File: config.mk
export PLATFORM = sky130hd
export DESIGN_NAME = rv_decode_stage
export DESIGN_NICKNAME = d
export VERILOG_FILES = /design/src/rtl/rv_decode_stage.sv
export SDC_FILE = /design/constraint.sdc
export NUM_CORES = 1
export LEC_CHECK = 0
export CAP_MARGIN = 5
export CORE_MARGIN = 2
export CORE_UTILIZATION = 51
export CTS_BUF_LIST = sky130_fd_sc_hd__clkbuf_16
export DETAILED_ROUTE_END_ITERATION = 16
export PLACE_DENSITY = 0.78
export SYNTH_ARGS = -nofsm -noshare
export SYNTH_HDL_FRONTEND = slang
export SYNTH_SLANG_ARGS = --single-unit
File: constraint.sdc
create_clock -name clk -period 2.39 [get_ports clk]
set_clock_uncertainty 0.2 [all_clocks]
set_input_delay 0.3585 -clock clk [delete_from_list [all_inputs] [get_ports clk]]
set_output_delay 0.3585 -clock clk [all_outputs]
set_load 0.01 [all_outputs]
File: src/rtl/rv_decode_stage.sv
// RV32I decode stage: classifies raw instruction words, extracts fields and a sign-extended
// immediate, and buffers results in a 2-entry output/skid buffer behind valid/ready handshakes.
module rv_decode_stage #(
    parameter int CNT_W        = 16,
    parameter bit ILLEGAL_PASS = 1'b1
) (
    input  logic             clk,
    input  logic             rst_n,
    input  logic             in_valid,
    output logic             in_ready,
    input  logic [31:0]      in_instr,
    output logic             out_valid,
    input  logic             out_ready,
    output logic [2:0]       out_type,
    output logic [6:0]       out_opcode,
    output logic [4:0]       out_rd,
    output logic [4:0]       out_rs1,
    output logic [4:0]       out_rs2,
    output logic [2:0]       out_funct3,
    output logic [6:0]       out_funct7,
    output logic [31:0]      out_imm,
    output logic             out_rd_we,
    output logic [31:0]      out_instr,
    output logic [CNT_W-1:0] accept_count,
    output logic [CNT_W-1:0] illegal_count
);

    typedef enum logic [2:0] {
        T_R   = 3'd0,
        T_I   = 3'd1,
        T_S   = 3'd2,
        T_B   = 3'd3,
        T_U   = 3'd4,
        T_J   = 3'd5,
        T_ILL = 3'd7
    } itype_e;

    // Raw fields are recovered from the stored word, so only derived values are kept alongside it.
    typedef struct packed {
        itype_e      typ;
        logic [31:0] imm;
        logic        rd_we;
        logic [31:0] instr;
    } dec_t;

    dec_t             w_dec;
    dec_t             w_out_nxt;
    dec_t             w_skid_nxt;
    logic             w_out_valid_nxt;
    logic             w_skid_valid_nxt;
    logic             w_accept;
    logic             w_illegal;
    logic             w_load;

    dec_t             r_out;
    dec_t             r_skid;
    logic             r_out_valid;
    logic             r_skid_valid;
    logic             r_in_ready;
    logic [CNT_W-1:0] r_accept_count;
    logic [CNT_W-1:0] r_illegal_count;

    // NOTE: every variable gets a default before the case so no path leaves it unassigned (no latch).
    always_comb begin
        w_dec       = '0;
        w_dec.instr = in_instr;
        case (in_instr[6:0])
            7'b0110011: w_dec.typ = T_R;
            7'b0010011: begin
                w_dec.typ = T_I;
                w_dec.imm = {{20{in_instr[31]}}, in_instr[31:20]};
            end
            7'b0100011: begin
                w_dec.typ = T_S;
                w_dec.imm = {{20{in_instr[31]}}, in_instr[31:25], in_instr[11:7]};
            end
            7'b1100011: begin
                w_dec.typ = T_B;
                w_dec.imm = {{19{in_instr[31]}}, in_instr[31], in_instr[7],
                             in_instr[30:25], in_instr[11:8], 1'b0};
            end
            7'b0010111: begin
                w_dec.typ = T_U;
                w_dec.imm = {in_instr[31:12], 12'b0};
            end
            7'b1101111: begin
                w_dec.typ = T_J;
                w_dec.imm = {{11{in_instr[31]}}, in_instr[31], in_instr[19:12],
                             in_instr[20], in_instr[30:21], 1'b0};
            end
            default:    w_dec.typ = T_ILL;
        endcase
        w_dec.rd_we = (w_dec.typ inside {T_R, T_I, T_U, T_J}) && (in_instr[11:7] != 5'd0);
    end

    assign w_accept  = in_valid && r_in_ready;
    assign w_illegal = (w_dec.typ == T_ILL);
    assign w_load    = w_accept && (ILLEGAL_PASS || !w_illegal);

    // Buffer occupancy follows (out_valid, skid_valid): EMPTY, ONE, FULL.
    always_comb begin
        w_out_nxt        = r_out;
        w_skid_nxt       = r_skid;
        w_out_valid_nxt  = r_out_valid;
        w_skid_valid_nxt = r_skid_valid;
        if (r_skid_valid) begin
            if (out_ready) begin
                w_out_nxt        = r_skid;
                w_skid_valid_nxt = 1'b0;
            end
        end else if (r_out_valid) begin
            if (out_ready) begin
                if (w_load) w_out_nxt = w_dec;
                else        w_out_valid_nxt = 1'b0;
            end else if (w_load) begin
                w_skid_nxt       = w_dec;
                w_skid_valid_nxt = 1'b1;
            end
        end else if (w_load) begin
            w_out_nxt       = w_dec;
            w_out_valid_nxt = 1'b1;
        end
    end

    // NOTE: both buffer entries are reset because data outputs must read zero out of reset;
    // state uses non-blocking assignments so every flop samples pre-edge values.
    always_ff @(posedge clk or negedge rst_n) begin
        if (!rst_n) begin
            r_out           <= '0;
            r_skid          <= '0;
            r_out_valid     <= 1'b0;
            r_skid_valid    <= 1'b0;
            r_in_ready      <= 1'b0;
            r_accept_count  <= '0;
            r_illegal_count <= '0;
        end else begin
            r_out        <= w_out_nxt;
            r_skid       <= w_skid_nxt;
            r_out_valid  <= w_out_valid_nxt;
            r_skid_valid <= w_skid_valid_nxt;
            // Registered from next-state skid occupancy, so out_ready never reaches in_ready combinationally.
            r_in_ready   <= !w_skid_valid_nxt;
            if (w_accept && (r_accept_count != {CNT_W{1'b1}}))
                r_accept_count <= r_accept_count + CNT_W'(1);
            if (w_accept && w_illegal && (r_illegal_count != {CNT_W{1'b1}}))
                r_illegal_count <= r_illegal_count + CNT_W'(1);
        end
    end

    always_comb begin
        in_ready      = r_in_ready;
        out_valid     = r_out_valid;
        out_type      = r_out.typ;
        out_opcode    = r_out.instr[6:0];
        out_rd        = r_out.instr[11:7];
        out_rs1       = r_out.instr[19:15];
        out_rs2       = r_out.instr[24:20];
        out_funct3    = r_out.instr[14:12];
        out_funct7    = r_out.instr[31:25];
        out_imm       = r_out.imm;
        out_rd_we     = r_out.rd_we;
        out_instr     = r_out.instr;
        accept_count  = r_accept_count;
        illegal_count = r_illegal_count;
    end

endmodule

# After elaboration in Yosys (flattened, before gate mapping)
# Cells that the tools add are included.
# classes
addsub	2
n_div	0
order_cmp	0
reduce_logical	11
n_mul	0
mux	14
shift	0
n_eq_ne	14
n_bitwise	2
# op_table
operator	n
$mux W68	5
$pmux W32 S5	1
$add A16 B1 Y16 const B	2
$ne A16 B16 Y1 const B	2
$pmux W3 S6	1
$eq A7 B5 Y1 const B	2
$eq A7 B6 Y1 const B	2
$eq A7 B7 Y1 const B	2
$eq A3 B3 Y1 const B	3
$mux W1	7
$logic_and A1 B1 Y1	5
$reduce_bool A5 Y1	1
$ne A2 B2 Y1 const B	2
$reduce_and A4 Y1	1
$reduce_bool A4 Y1	1
$eq A3 B1 Y1 const B	1
$logic_not A3 Y1	1
$not A1 Y1	2
$reduce_and A2 Y1	1
$logic_not A1 Y1	1
# totals
rom_bits	0
ramBits	0
output_inout_bits	134
inputBits	36
latch_bits	0
ff_bits	171
word_cells	56
memories	0

# Depth between registers and ports, before layout
# Gate-level depths: netlist (run 1).
# depth
depth_word	9
mapped_depth	7
depth_no_buf	6

# Least setup slack after synthesis (run 1)
# OpenSTA, ideal clock, no wires.
# synth_path
path_kind	input-to-reg
from	in in_instr[5]
to	reg r_illegal_count[15], in the netlist illegal_count[15]
path_slack_ns	0.209
required_ns	2.065
setup_time_ns	0.125
path_stages	7
t_arrival_ns	1.856
path_buffers	2
path_cell_list	buf_6 or4b_4 a21oi_2 buf_6 nor3_1 nand4_1 mux2_2
# synth_between
elab_chain_cells	5
elab_cells_between_ends	10
classes_between	eq/ne: 7; mux: 1; reduce/logical: 2
# synth_lines
item	line	text
start, declared	11	input logic [31:0] in_instr,
$eq A7 B7 Y1, or another cell as far along	67	case (in_instr[6:0])
$pmux W3 S6 *	67	
$eq A3 B3 Y1 *	97	assign w_illegal = (w_dec.typ == T_ILL);
$logic_and A1 B1 Y1 * (2 in a row)	145	if (w_accept && w_illegal && (r_illegal_count != {CNT_W{1'b1}}))
end signal, assigned	146	r_illegal_count <= r_illegal_count + CNT_W'(1);
end, declared	61	logic [CNT_W-1:0] r_illegal_count;
# Every way passes the cells marked *; elsewhere a longest branch is shown, timed or not.
# A chain may end at the register's enable or synchronous reset.

# Worst setup path after layout (run 1)
# layout_path
from	in in_instr[4]
to	reg r_out (netlist bit out_imm[17])
# layout_between
elab_chain_cells	6
elab_cells_between_ends	10
classes_between	eq/ne: 5; mux: 5
# layout_lines
item	line	text
$eq A7 B7 Y1, or another cell as far along	67	
$pmux W32 S5 *	67	
$mux W68 *	113, 119	
$mux W68	112	if (out_ready) begin
$mux W68 *	111	end else if (r_out_valid) begin
$mux W68 *	106	if (r_skid_valid) begin
end signal, assigned	137	r_out <= w_out_nxt;
end, declared	55	dec_t r_out;
# Every way passes the cells marked *; elsewhere a longest branch is shown, timed or not. The select of a mux whose other input is x is not followed.

==> results.py, run 1 <==
metrics = {
    "status": {
        "status": "complete, no violations",
    },
    "drt": {
        "drtIter0Drc": 453,
        "drt-pass1-iter-count": 5,
        "routedWlPerCell_um": 16.4,
        "drc": 0,
        "via_per_inst": 5.47,
        "num_vias": 6469,
        "drt_wl_total_um": 19400,
        "ant_nets": 0,
    },
    "floorplan": {
        "die_h_um": 128,
        "io_pins": 170,
        "core-area_um2": 15100,
        "start_util": 0.519,
        "die_w_um": 128,
        "fp.dieArea_um2": 16400,
        "row_count": 45,
    },
    "power_and_ir_drop": {
        "ir_worst_vdd_uv": 587,
        "power_density_nw_per_um2": 1110,
        "finalPower_mw": 11.5,
        "cellLeakagePower_nw": 4.67,
    },
    "yosys": {
        "ys_types": 55,
        "ys_ff_latch": 171,
        "seq_area_frac_synth": 0.547,
        "synth_top_area_frac": 0.547,
        "avgSynthCellArea_um2": 9.48,
        "synth_common_cells": "nand2_1, dfrtp_1, o21ai_0, a21oi_1, clkbuf_1",
        "syn_area_um2": 7830,
        "syn-num-nets": 864,
        "synthCells": 826,
        "synth_top_area_cell": "dfrtp_1",
        "synthArstFlopShare": 1.00,
        "yosysWarnings": 0,
        "ys.flop_type": "dfrtp_1",
        "synth_area_leaders": "dfrtp_1, nand2_1, o21ai_0",
        "yosysMostFrequentCell": "nand2_1",
        "synth_edf_count": 0,
    },
    "place": {
        "dpl.hpwl_um": 13100,
        "port_buffers": 169,
        "place_congestion": 0.826,
    },
    "global_routing": {
        "grt_max_degree": 73,
        "gr-total-overflow": 0,
        "grt_pass1_vias": 6213,
        "grt_pass1_wl_um": 31400,
        "grt_antenna_before_repair": 0,
        "track_usage": 0.244,
    },
    "hold_path": {
        "hold_path_class": "in2async",
    },
    "critical_path": {
        "cp_max_fo": 9,
        "path_class": "in2reg",
        "worstPathArrival_ns": 2.43,
        "cp_cell_sequence": "clkdlybuf4s50_1 > or4b_4 > a21oi_2 > buf_4 > buf_4 > a21oi_1 > a21oi_1 > a21o_1",
        "cp.required_ns": 2.56,
        "cp_slowest_cell": "clkdlybuf4s50_1",
        "start_kind": "input pin",
        "critPathMaxStageDelay_ns": 0.60,
        "endpoint_kind": "flip-flop",
    },
    "timing": {
        "maxSlewViolCount": 0,
        "min_period_ns": 2.27,
        "maxSlewHeadroom": 0.636,
        "fin_setup_tns_ns": 0,
        "rsz0062_at_grt": "false",
        "setup_viol": 0,
        "hold_viol_final": 0,
        "worst_pin_slew_ns": 0.543,
        "period_share": 0.948,
        "max_freq_mhz": 441,
    },
    "clocking": {
        "cts_buffers": 17,
        "cts_buffer_depth": 2,
        "clkSinkCount": 171,
        "cts-root-buf": "clkbuf_16",
        "h-tree-depth": 4,
        "clk_pin_slew_ns": 0.06,
        "cts_tree": "done",
        "clk_latency_ns": 0.42,
        "post-cts-setup-buffer-count": 0,
    },
    "final_layout": {
        "drive_gt1_frac": 0.0975,
        "antenna_cells": 0,
        "final_core_util": 0.688,
        "areaGrowthSynthToFinish_pct": 32.7,
        "fin_nets": 1020,
    },
    "job": {
        "cap_violations": 0,
    },
}
cells by family (layout without fill, tap and decap cells):
logic type / count (synthesis) / after routing / share of synthesized area
AND/OR/NAND/NOR: 319 / 319 / 0.180
AO/OA/AOI/OAI: 183 / 183 / 0.131
flip-flops: 171 / 171 / 0.547
buffers and inverters: 88 / 257 / 0.0614
multiplexers: 39 / 39 / 0.0507
XOR/XNOR: 24 / 24 / 0.0268
adder cells (fa/ha/maj): 2 / 2 / 0.00320
per-layer routing:
metal  track usage  vias up  wire [um]
met5             0        -          0
met4        0.0944        0        408
met3        0.0584       33       1200
met2         0.381      210       9330
met1         0.333     3130       8470
li1              -     3096          -
flip-flops by register name, indices dropped and copies added, names as in the netlist:
register / count
accept_count: 16
illegal_count: 16
in_ready: 1
out_imm: 32
out_instr: 32
out_rd_we: 1
out_type: 3
out_valid: 1
r_skid: 68
r_skid_valid: 1
per-stage QoR:
stage | hold WS [ns] | setup WS [ns] | instance area [um2] | std cells
after floorplan | -0.137 | 0.209 | 7830 | 826
after global placement | 0.105 | -0.217 | 9810 | 1150
after detailed placement | 0.107 | -0.300 | 9810 | 1150
after CTS | 0.224 | 0.166 | 10400 | 1183
after global routing | 0.250 | 0.0118 | 10400 | 1183
final | 0.235 | 0.125 | 10400 | 1183
power by group:
part           internal (mW)  total [mW]  switching [mW]
clock network           1.51        2.63            1.12
logic                   2.34        4.32            1.98
registers               3.85        4.56           0.706
cell usage in the layout (no fill, tap or decap), types with 3 or more instances in the layout:
cell	instances
nor2_1	32
buf_12	10
nand3_1	29
o21ai_0	85
and3_1	8
dfrtp_1	170
mux2i_1	34
clkinvlp_4	4
clkbuf_16	17
clkinv_2	7
a22oi_1	6
nand2_1	199
mux2_2	5
clkdlybuf4s50_1	168
clkinv_1	3
buf_4	38
a21o_1	8
nor4_1	6
nor3_1	9
nand4_1	8
inv_1	6
a21oi_1	57
xnor2_1	13
and2_1	6
o22ai_1	11
xor2_1	11
final timing paths:
check	slack, ns	end	cells after the start	start
worst max-delay path	0.12	out_imm[17]	8	in_instr[4]
worst min-delay path	0.24	illegal_count[5]	2	rst_n
worst max register to register	0.16	accept_count[12]	7	accept_count[0]
worst min register to register	0.27	r_skid[64]	2	r_skid[64]
max in group asynchronous	1.02	out_instr[25]	3	rst_n
min in group clk	0.27	r_skid[64]	2	r_skid[64]
final cells by class:
type | instances | area, um2
Fill cell | 1163 | 4700
Sequential cell | 171 | 4280
Multi-Input combinational cell | 567 | 3100
Tap cell | 188 | 235
Inverter | 7 | 26.3
Timing Repair Buffer | 218 | 2190
Clock inverter | 15 | 133
Clock buffer | 17 | 425
what timing repair did:
| item | 4_1_cts | 5_1_grt |
|---|---|---|
| resized for setup | 0 | 1 |
| hold buffers | 1 | 0 |
| endpoints found under the setup margin | 0 | 1 |
| hold endpoints to repair | 40 | 0 |
worst max-delay path: cells and delay by family:
kind                   cells  cell delay (ns)
AOI/OAI and AO/OA          4             0.63
buffers and inverters      3             0.94
and+or+nand+nor            1             0.50
Note: power is estimated with default switching activity, not from simulation.
==> inputs of run 2 (changes only) <==
Settings changed: CELL_PAD_IN_SITES_DETAIL_PLACEMENT set to 1, CELL_PAD_IN_SITES_GLOBAL_PLACEMENT set to 2, CORE_UTILIZATION 51 to 29, PLACE_DENSITY 0.78 to 0.73, RECOVER_POWER set to 50.
==> run 2 against run 1 <==
Net effect:
- sequential share of layout area down 0.70 points
- core utilization down 29 points
- worst setup slack better by 0.0016 ns
- clock power up 5%
- register-to-register slack worse by 0.03 ns
- combinational power down 1%
- clock-buffer cell count unchanged
- via count down 0.53%
- final area up 1.7%
- first-iteration DRC count down 30%
- worst hold slack better by 0.036 ns
- non-clock buffer count up 3
- critical endpoint is now accept_count[12]
- highest routed layer unchanged
==> results.py, run 2 (synthesis results as in run 1) <==
metrics = {
    "critical_path": {
        "critPathMaxStageDelay_ns": 0.44,
        "cp_max_fo": 11,
        "path_buf_inv": 1,
        "cp.required_ns": 2.54,
        "cp_slowest_cell": "dfrtp_1",
        "crit_start": "accept_count[0]",
        "endpoint_kind": "flip-flop",
        "worstPathArrival_ns": 2.42,
        "r2r_start": "accept_count[0]",
        "cp_cell_sequence": "ha_1 > and3_1 > and3_1 > and3_1 > buf_4 > nor4_1 > xnor2_1",
        "path_class": "reg2reg",
        "path_delay_family": "simple AND/OR/NAND/NOR gates",
        "crit_top_cell": "and3_1",
        "start_kind": "flip-flop",
    },
    "clocking": {
        "clk_latency_ns": 0.42,
        "h-tree-depth": 4,
        "cts_tree": "done",
        "clk_pin_slew_ns": 0.07,
        "cts_buffer_depth": 2,
        "cts-root-buf": "clkbuf_16",
        "cts_buffers": 17,
        "clkSinkCount": 171,
    },
    "drt": {
        "ant_nets": 0,
        "drc": 0,
        "num_vias": 6435,
        "drtIter0Drc": 317,
        "drt_wl_total_um": 23100,
        "routedWlPerCell_um": 17.2,
        "via_per_inst": 4.81,
        "drt-pass1-iter-count": 4,
    },
    "timing": {
        "maxSlewViolCount": 0,
        "hold_viol_final": 0,
        "maxSlewHeadroom": 0.148,
        "rsz0062_at_grt": "false",
        "min_period_ns": 2.26,
        "max_freq_mhz": 442,
        "whs_ns": 0.271,
        "period_share": 0.947,
        "setup_viol": 0,
        "worst_pin_slew_ns": 1.28,
    },
    "final_layout": {
        "multi_input_area_um2": 3080,
        "largest_register_ffs": 68,
        "fin_cells": 1339,
        "antenna_cells": 0,
        "nFillCells": 3038,
        "drive_gt1_frac": 0.0982,
        "fin_nets": 1023,
        "regMostFlops": "r_skid",
        "layout_common_cells": "nand2_1, dfrtp_1, clkdlybuf4s50_1",
        "areaGrowthSynthToFinish_pct": 34.9,
        "regArea_um2": 4280,
        "final_common_cell": "nand2_1",
    },
    "hold_path": {
        "hold_path_class": "reg2reg",
        "hold_start": "r_skid[44]",
    },
    "floorplan": {
        "fp.dieArea_um2": 28300,
        "die_h_um": 168,
        "io_pins": 170,
        "die_w_um": 168,
        "start_util": 0.293,
        "row_count": 60,
        "core-area_um2": 26700,
    },
    "global_routing": {
        "grt_pass1_wl_um": 37700,
        "grt_max_degree": 79,
        "grt_antenna_before_repair": 0,
        "track_usage": 0.168,
        "grt_pass1_vias": 6732,
        "gr-total-overflow": 0,
    },
    "place": {
        "place_congestion": 0.778,
        "dp_cells": 1306,
        "dpl.hpwl_um": 15900,
        "port_buffers": 169,
    },
    "power_and_ir_drop": {
        "ir_worst_vdd_uv": 420,
        "cellLeakagePower_nw": 4.72,
        "power_density_nw_per_um2": 1100,
    },
    "job": {
        "cap_violations": 0,
    },
    "status": {
        "status": "complete, no violations",
    },
}
-- run 2: cell types whose count changed in the layout (fill, tap and decap cells not counted), moves of 3 or more --
cell             previous run  this run
inv_6                       0         3
dlygate4sd3_1               1        32
clkbuf_2                    0         3
clkdlybuf4s50_1           168       137
-- run 2: metal layers --
metal,share of wire,GRT usage,vias to the layer above
met2,0.46,0.271,140
met1,0.48,0.234,3180
li1,-,-,3102
met5,0,0,-
met3,0.049,0.0395,13
met4,0.0073,0.0315,0
-- run 2: path summary, 6_finish.rpt --
check / end / slack [ns] / cells past startpoint
setup / recovery: accept_count[12] / 0.13 / 7
hold / removal: r_skid[44] / 0.27 / 2
setup reg to reg: accept_count[12] / 0.13 / 7
hold reg to reg: r_skid[44] / 0.27 / 2
max in group asynchronous: accept_count[2] / 0.34 / 3
min in group asynchronous: out_instr[5] / 0.55 / 2
-- run 2: layout make-up --
cell class	count	share of cell area
Sequential cell	171	0.405
Clock inverter	15	0.0140
Multi-Input combinational cell	567	0.291
Inverter	7	0.00249
Timing Repair Buffer	221	0.206
Tap cell	341	0.0404
Clock buffer	17	0.0403
-- run 2: power by group --
group | switching (mW) | total [mW] | leakage [nW] | internal (mW)
Sequential | 0.706 | 4.55 | 2.19 | 3.85
Combinational | 2.04 | 4.27 | 2.25 | 2.23
Clock | 1.21 | 2.75 | 0.281 | 1.54
Total | 3.96 | 11.6 | 4.72 | 7.62
-- run 2: tightest hold or removal path: cells and delay by family (launching register included) --
family           cells  cell delay, ns
AND/OR/NAND/NOR      2            0.11
flip-flops           1            0.34
-- run 2: per-stage QoR --
step / utilization / total power [mW] / setup WS (ns) / area, um2 / setup TNS [ns]
after floorplan: - / 6.69 / 0.209 / 7830 / 0
after global placement: 0.375 / 8.99 / -0.261 / 10000 / -12.10
after detailed placement: 0.375 / 9.08 / -0.275 / 10000 / -14.46
after CTS: 0.396 / 11.9 / 0.101 / 10600 / 0
after global routing: 0.395 / 12.4 / 0.0247 / 10600 / 0
final: 0.395 / 11.6 / 0.126 / 10600 / 0
-- run 2: what timing repair did --
| action | 4_1_cts | 5_1_grt |
|---|---|---|
| endpoints found under the hold margin | 43 | 0 |
| hold buffers | 1 | 0 |
| setup buffers | 0 | 0 |
| resized for setup | 0 | 2 |
| endpoints found under the setup margin | 0 | 3 |
==> inputs of run 3 (changes only) <==
Settings changed: CTS_CLUSTER_DIAMETER set to 100.
==> results of run 3 <==
No change in the layout: final DEF, timing and power equal those of run 2.
==> RTL edit 1: new RTL, settings of run 1 <==
Reset style: synchronous (`rst_n`), changed in one clocked block.
--- a/src/rtl/rv_decode_stage.sv
+++ b/src/rtl/rv_decode_stage.sv
@@ -124,7 +124,7 @@
 
     // NOTE: both buffer entries are reset because data outputs must read zero out of reset;
     // state uses non-blocking assignments so every flop samples pre-edge values.
-    always_ff @(posedge clk or negedge rst_n) begin
+    always_ff @(posedge clk) begin
         if (!rst_n) begin
             r_out           <= '0;
             r_skid          <= '0;
Check against the original RTL: differs if rst_n is asserted again (counterexample within 4 cycles, from zero or initial values and one cycle with rst_n low); with rst_n held inactive, the same outputs for 4 cycles.
==> RTL edit 1 against run 1 <==
- cell area fell by 0.72%
- wire length rose by 10%
- die area fell by 2.3%
- synthesized area fell by 2.4%
- sequential cell count did not move
- setup slack got worse by 43 ps
- register-to-register slack got worse by 30 ps
- count of clock-buffer cells in the layout rose by 1
Power is not compared: it rests on default switching activity, and its combinational part moved more than twofold at a synthesized area within 25%.
==> RTL edit 1: results (changes against run 1) <==
status=completed (unchanged); Clk Latency, worst-skew pair=430 ps; sequential area share after synthesis=44.8% (was 54.7%); fin nets=1123 (was 1020); placed insts=1246 (was 1150); Detailed Place HPWL=14.6 mm (was 13.1 mm); RR Endpoint=illegal_count[8] (was accept_count[12]); FF-to-FF setup slack=130 ps (was 160 ps); post-synth cell types=66 (was 55); Hold Crit Class=in2reg (was in2async); Post-Route WL=21.4 mm (was 19.4 mm); Metal-1 WL=9.58 mm (was 8.47 mm); Reg2Reg Launch Point=illegal_count[4] (was accept_count[0]); crit path DAT=2410 ps (was 2430 ps); met2 wire len=9.81 mm (was 9.33 mm); wire length per cell=16.7 um (was 16.4 um); vias in the first global route=6740 (was 6213); Fillers=1179 (was 1163); met3 wire length=1.55 mm (was 1.20 mm); crit path launch=in_instr[3] (was in_instr[4]); Synth Net Count=951 (was 864); Synth Area in Adders=0.328% (was 0.320%); Compound-Gate Fraction of Synth Area=20.5% (was 13.1%); Synth Instances=913 (was 826); static leakage=3.66 nW; pin slew with the least headroom to its limit=801 ps (was 543 ps); Async SR Flop Fraction=0% (was 100%); via/cell ratio=5.78 (was 5.47); Synth area leaders=dfxtp_1 45%, nand2_1 6.4%, a21oi_1 6.0%, mux2i_1 4.8%, nor2_1 4.5% (was dfrtp_1 55%, nand2_1 9.5%, o21ai_0 5.4%, mux2i_1 4.3%, a21oi_1 3.6%); Critical Path End=illegal_count[1] (was out_imm[17]); Overall Global Routing Usage=26.3% (was 24.4%); first-pass GRT wire length=34.2 mm (was 31.4 mm); share of cells above drive strength 1=11.3% (was 9.75%); crit-path max FO=5 (was 9); routability cong.=0.884 (was 0.826); post-cts resize count=1 (was 0); Synth top cells by count=171 x dfxtp_1, 130 x nand2_1, 92 x nor2_1 (was 199 x nand2_1, 171 x dfrtp_1, 85 x o21ai_0); largest net degree at the start of global routing=105 (was 73); post-synthesis xor/xnor area fraction=1.38% (was 2.68%); DR iter-0 viols=646 (was 453); mux share of post-synthesis cell area=4.85% (was 5.07%); R2R depth=5 (was 7)
==> RTL edit 1: cell types whose count changed in the layout (fill, tap and decap cells not counted), moves of 37 or more <==
cell     change
dfxtp_1    +170
nand2_1     -69
dfrtp_1    -170
nor2_1      +59
o21ai_0     -37
==> RTL edit 1: metal layers <==
layer  vias up  track usage, %
met4         0            9.63
met3        41            5.69
met1      3504            35.8
li1       3567               -
met2       289            41.1
met5         -               0
==> RTL edit 1: worst max-delay path, stage by stage <==
cell and delay, ps:
clkdlybuf4s50_1 470, or4b_2 720, a21oi_2 190, buf_4 150, or4_2 180, buf_4 130
mux2i_1 170, nor2_1 50
==> RTL edit 1: worst min path at each step <==
stage | cells after the start | end | startpoint
floorplan | 2 | r_skid[0] | r_skid[0]
finish | 3 | r_skid[2] | in_instr[2]
global route | 3 | r_skid[2] | in_instr[2]
detailed placement | 2 | out_imm[18] | out_imm[18]
global placement | 2 | out_imm[16] | out_imm[16]
CTS | 2 | out_imm[18] | out_imm[18]
==> RTL edit 1: stage by stage <==
stage	worst slack (ps)	area, um2	power, mW	hold WS (ps)
after global placement	-437	9700	3.76	238
after detailed placement	-485	9700	3.77	238
after global routing	-13.7	10300	6.54	154
after CTS	19.2	10300	6.34	252
final	82.1	10300	6.32	142
after floorplan	60.7	7640	3.39	236
==> RTL edit 1: layout make-up <==
cell class	count	area, um2	share of cell area [%]
sequential	171	3430	33.2
tap	184	230	2.23
inverter	7	27.5	0.267
clock buffer	18	450	4.37
timing repair buffer	249	2360	22.9
clock inverter	13	103	0.995
multi-input combinational	639	3710	36.0
==> RTL edit 1: power by group <==
part	internal (mW)	switching (mW)
Combinational	0.372	0.370
Sequential	2.93	0.0557
Clock	1.48	1.12
==> RTL edit 2: new RTL, config.mk and constraints of run 1 <==
Made on the original files. Change the parameter `CNT_W` from 16 to 18.
--- a/src/rtl/rv_decode_stage.sv
+++ b/src/rtl/rv_decode_stage.sv
@@ -1,7 +1,7 @@
 // RV32I decode stage: classifies raw instruction words, extracts fields and a sign-extended
 // immediate, and buffers results in a 2-entry output/skid buffer behind valid/ready handshakes.
 module rv_decode_stage #(
-    parameter int CNT_W        = 16,
+    parameter int CNT_W        = 18,
     parameter bit ILLEGAL_PASS = 1'b1
 ) (
     input  logic             clk,
Ports: changed (resized accept_count and illegal_count); port bits go from 170 to 174. No check against the original RTL was run, so the function may have changed too.
==> RTL edit 2 against run 1 <==
- hold slack worse by 96 ps
- first-iteration DRC count is 11% lower
- wire length increased by 3.4%
- sequential cell count grew 4
- synthesized area grew 3.4%
- setup slack improved by 71 ps
- sequential power rose by 4.6%
- largest power group unchanged
- combinational power about the same
- total power grew 4.7%
- cell area is 4.4% higher
==> RTL edit 2: results (changes against run 1) <==
fin nets=1046 (was 1020); Detailed Place HPWL=14.3 mm (was 13.1 mm); first-pass GRT wire length=32.7 mm (was 31.4 mm); Fillers=1202 (was 1163); IO Port Bufs=173 (was 169); maximum vdd drop=0.000626 V (was 0.000587 V); Reg2Reg Launch Point=illegal_count[1] (was accept_count[0]); routability cong.=0.802 (was 0.826); Int Power=8.18 mW (was 7.71 mW); Metal-1 WL=8.97 mm (was 8.47 mm); crit path launch=in_instr[6] (was in_instr[4]); buffer count from post-CTS setup fixing=0 (unchanged); RR Endpoint=illegal_count[1] (was accept_count[12]); top sig layer=met4 (unchanged); slew margin rel.=61.7% (was 63.6%); post-cts resize count=0 (unchanged); crit-path max FO=8 (was 9); via/cell ratio=5.42 (was 5.47); DR iter-0 viols=405 (was 453); post-synthesis xor/xnor area fraction=3.57% (was 2.68%); met2 wire len=9.64 mm (was 9.33 mm); met3 Usage GRT=4.35% (was 5.84%); Synth Net Count=873 (was 864); Overall Global Routing Usage=24.8% (was 24.4%); R2R depth=7 (unchanged); post-place setup slack=-207 ps (was -300 ps); crit path DAT=2360 ps (was 2430 ps); status=completed (unchanged); switching power=3.88 mW (was 3.81 mW); post-synth cell types=53 (was 55); Critical Path End=out_imm[15] (was out_imm[17]); FF-to-FF setup slack=210 ps (was 160 ps); Post-Route WL=20.1 mm (was 19.4 mm); Synth top cells by count=199 x nand2_1, 175 x dfrtp_1, 74 x o21ai_0 (was 199 x nand2_1, 171 x dfrtp_1, 85 x o21ai_0); Compound-Gate Fraction of Synth Area=12.8% (was 13.1%); vias in the first global route=6441 (was 6213); Comb power frac=35.9% (was 37.6%); Synth Area in Adders=0.309% (was 0.320%); max reg flops=68 (unchanged); static leakage=4.84 nW (was 4.67 nW); met3 wire length=1.08 mm (was 1.20 mm); Clk Latency, worst-skew pair=420 ps (about the same); Synth area leaders=dfrtp_1 54%, nand2_1 9.2%, o21ai_0 4.6%, mux2i_1 4.2%, buf_4 3.0% (was dfrtp_1 55%, nand2_1 9.5%, o21ai_0 5.4%, mux2i_1 4.3%, a21oi_1 3.6%); P_seq=4.77 mW (was 4.56 mW); share of cells above drive strength 1=11.3% (was 9.75%); largest family of logic cells by synthesized area=simple AND/OR/NAND/NOR gates (unchanged); met1 usage=34.0% (was 33.3%); sequential area share after synthesis=54.1% (was 54.7%); met2 Track Usage GR=40.3% (was 38.1%); mux share of post-synthesis cell area=4.48% (was 5.07%)
[RTL edit 2: cell type report]
type                       instances  share of cell area, %
sequential                       175                   40.4
multi-input combinational        569                   29.9
timing repair buffer             233                   21.0
clock buffer                      17                   3.92
tap                              216                   2.49
clock inverter                    15                   1.87
inverter                          12                  0.415
[RTL edit 2: metrics by stage]
step	utilization, %	std cells	hold WS (ps)	area [um2]
final	69.0	1237	139	10800
after global routing	69.0	1237	150	10800
after CTS	69.0	1237	126	10800
after detailed placement	64.9	1204	1.48	10200
after global placement	64.9	1204	5.13	10200
after floorplan	-	835	-137	8100
[RTL edit 2: logic make-up after synthesis]
kind of cell	count (synthesis)
AND/OR/NAND/NOR	333
AO/OA/AOI/OAI	165
XOR/XNOR	33
flip-flops	175
buffers and inverters	91
adder cells (fa/ha/maj)	2
multiplexers	36
[RTL edit 2: worst max-delay path: stages]
cell	delay [ps]
clkdlybuf4s50_1	480
or4b_4	540
a21oi_4	270
buf_4	250
nand2_2	80
a221oi_2	260
a21o_1	120
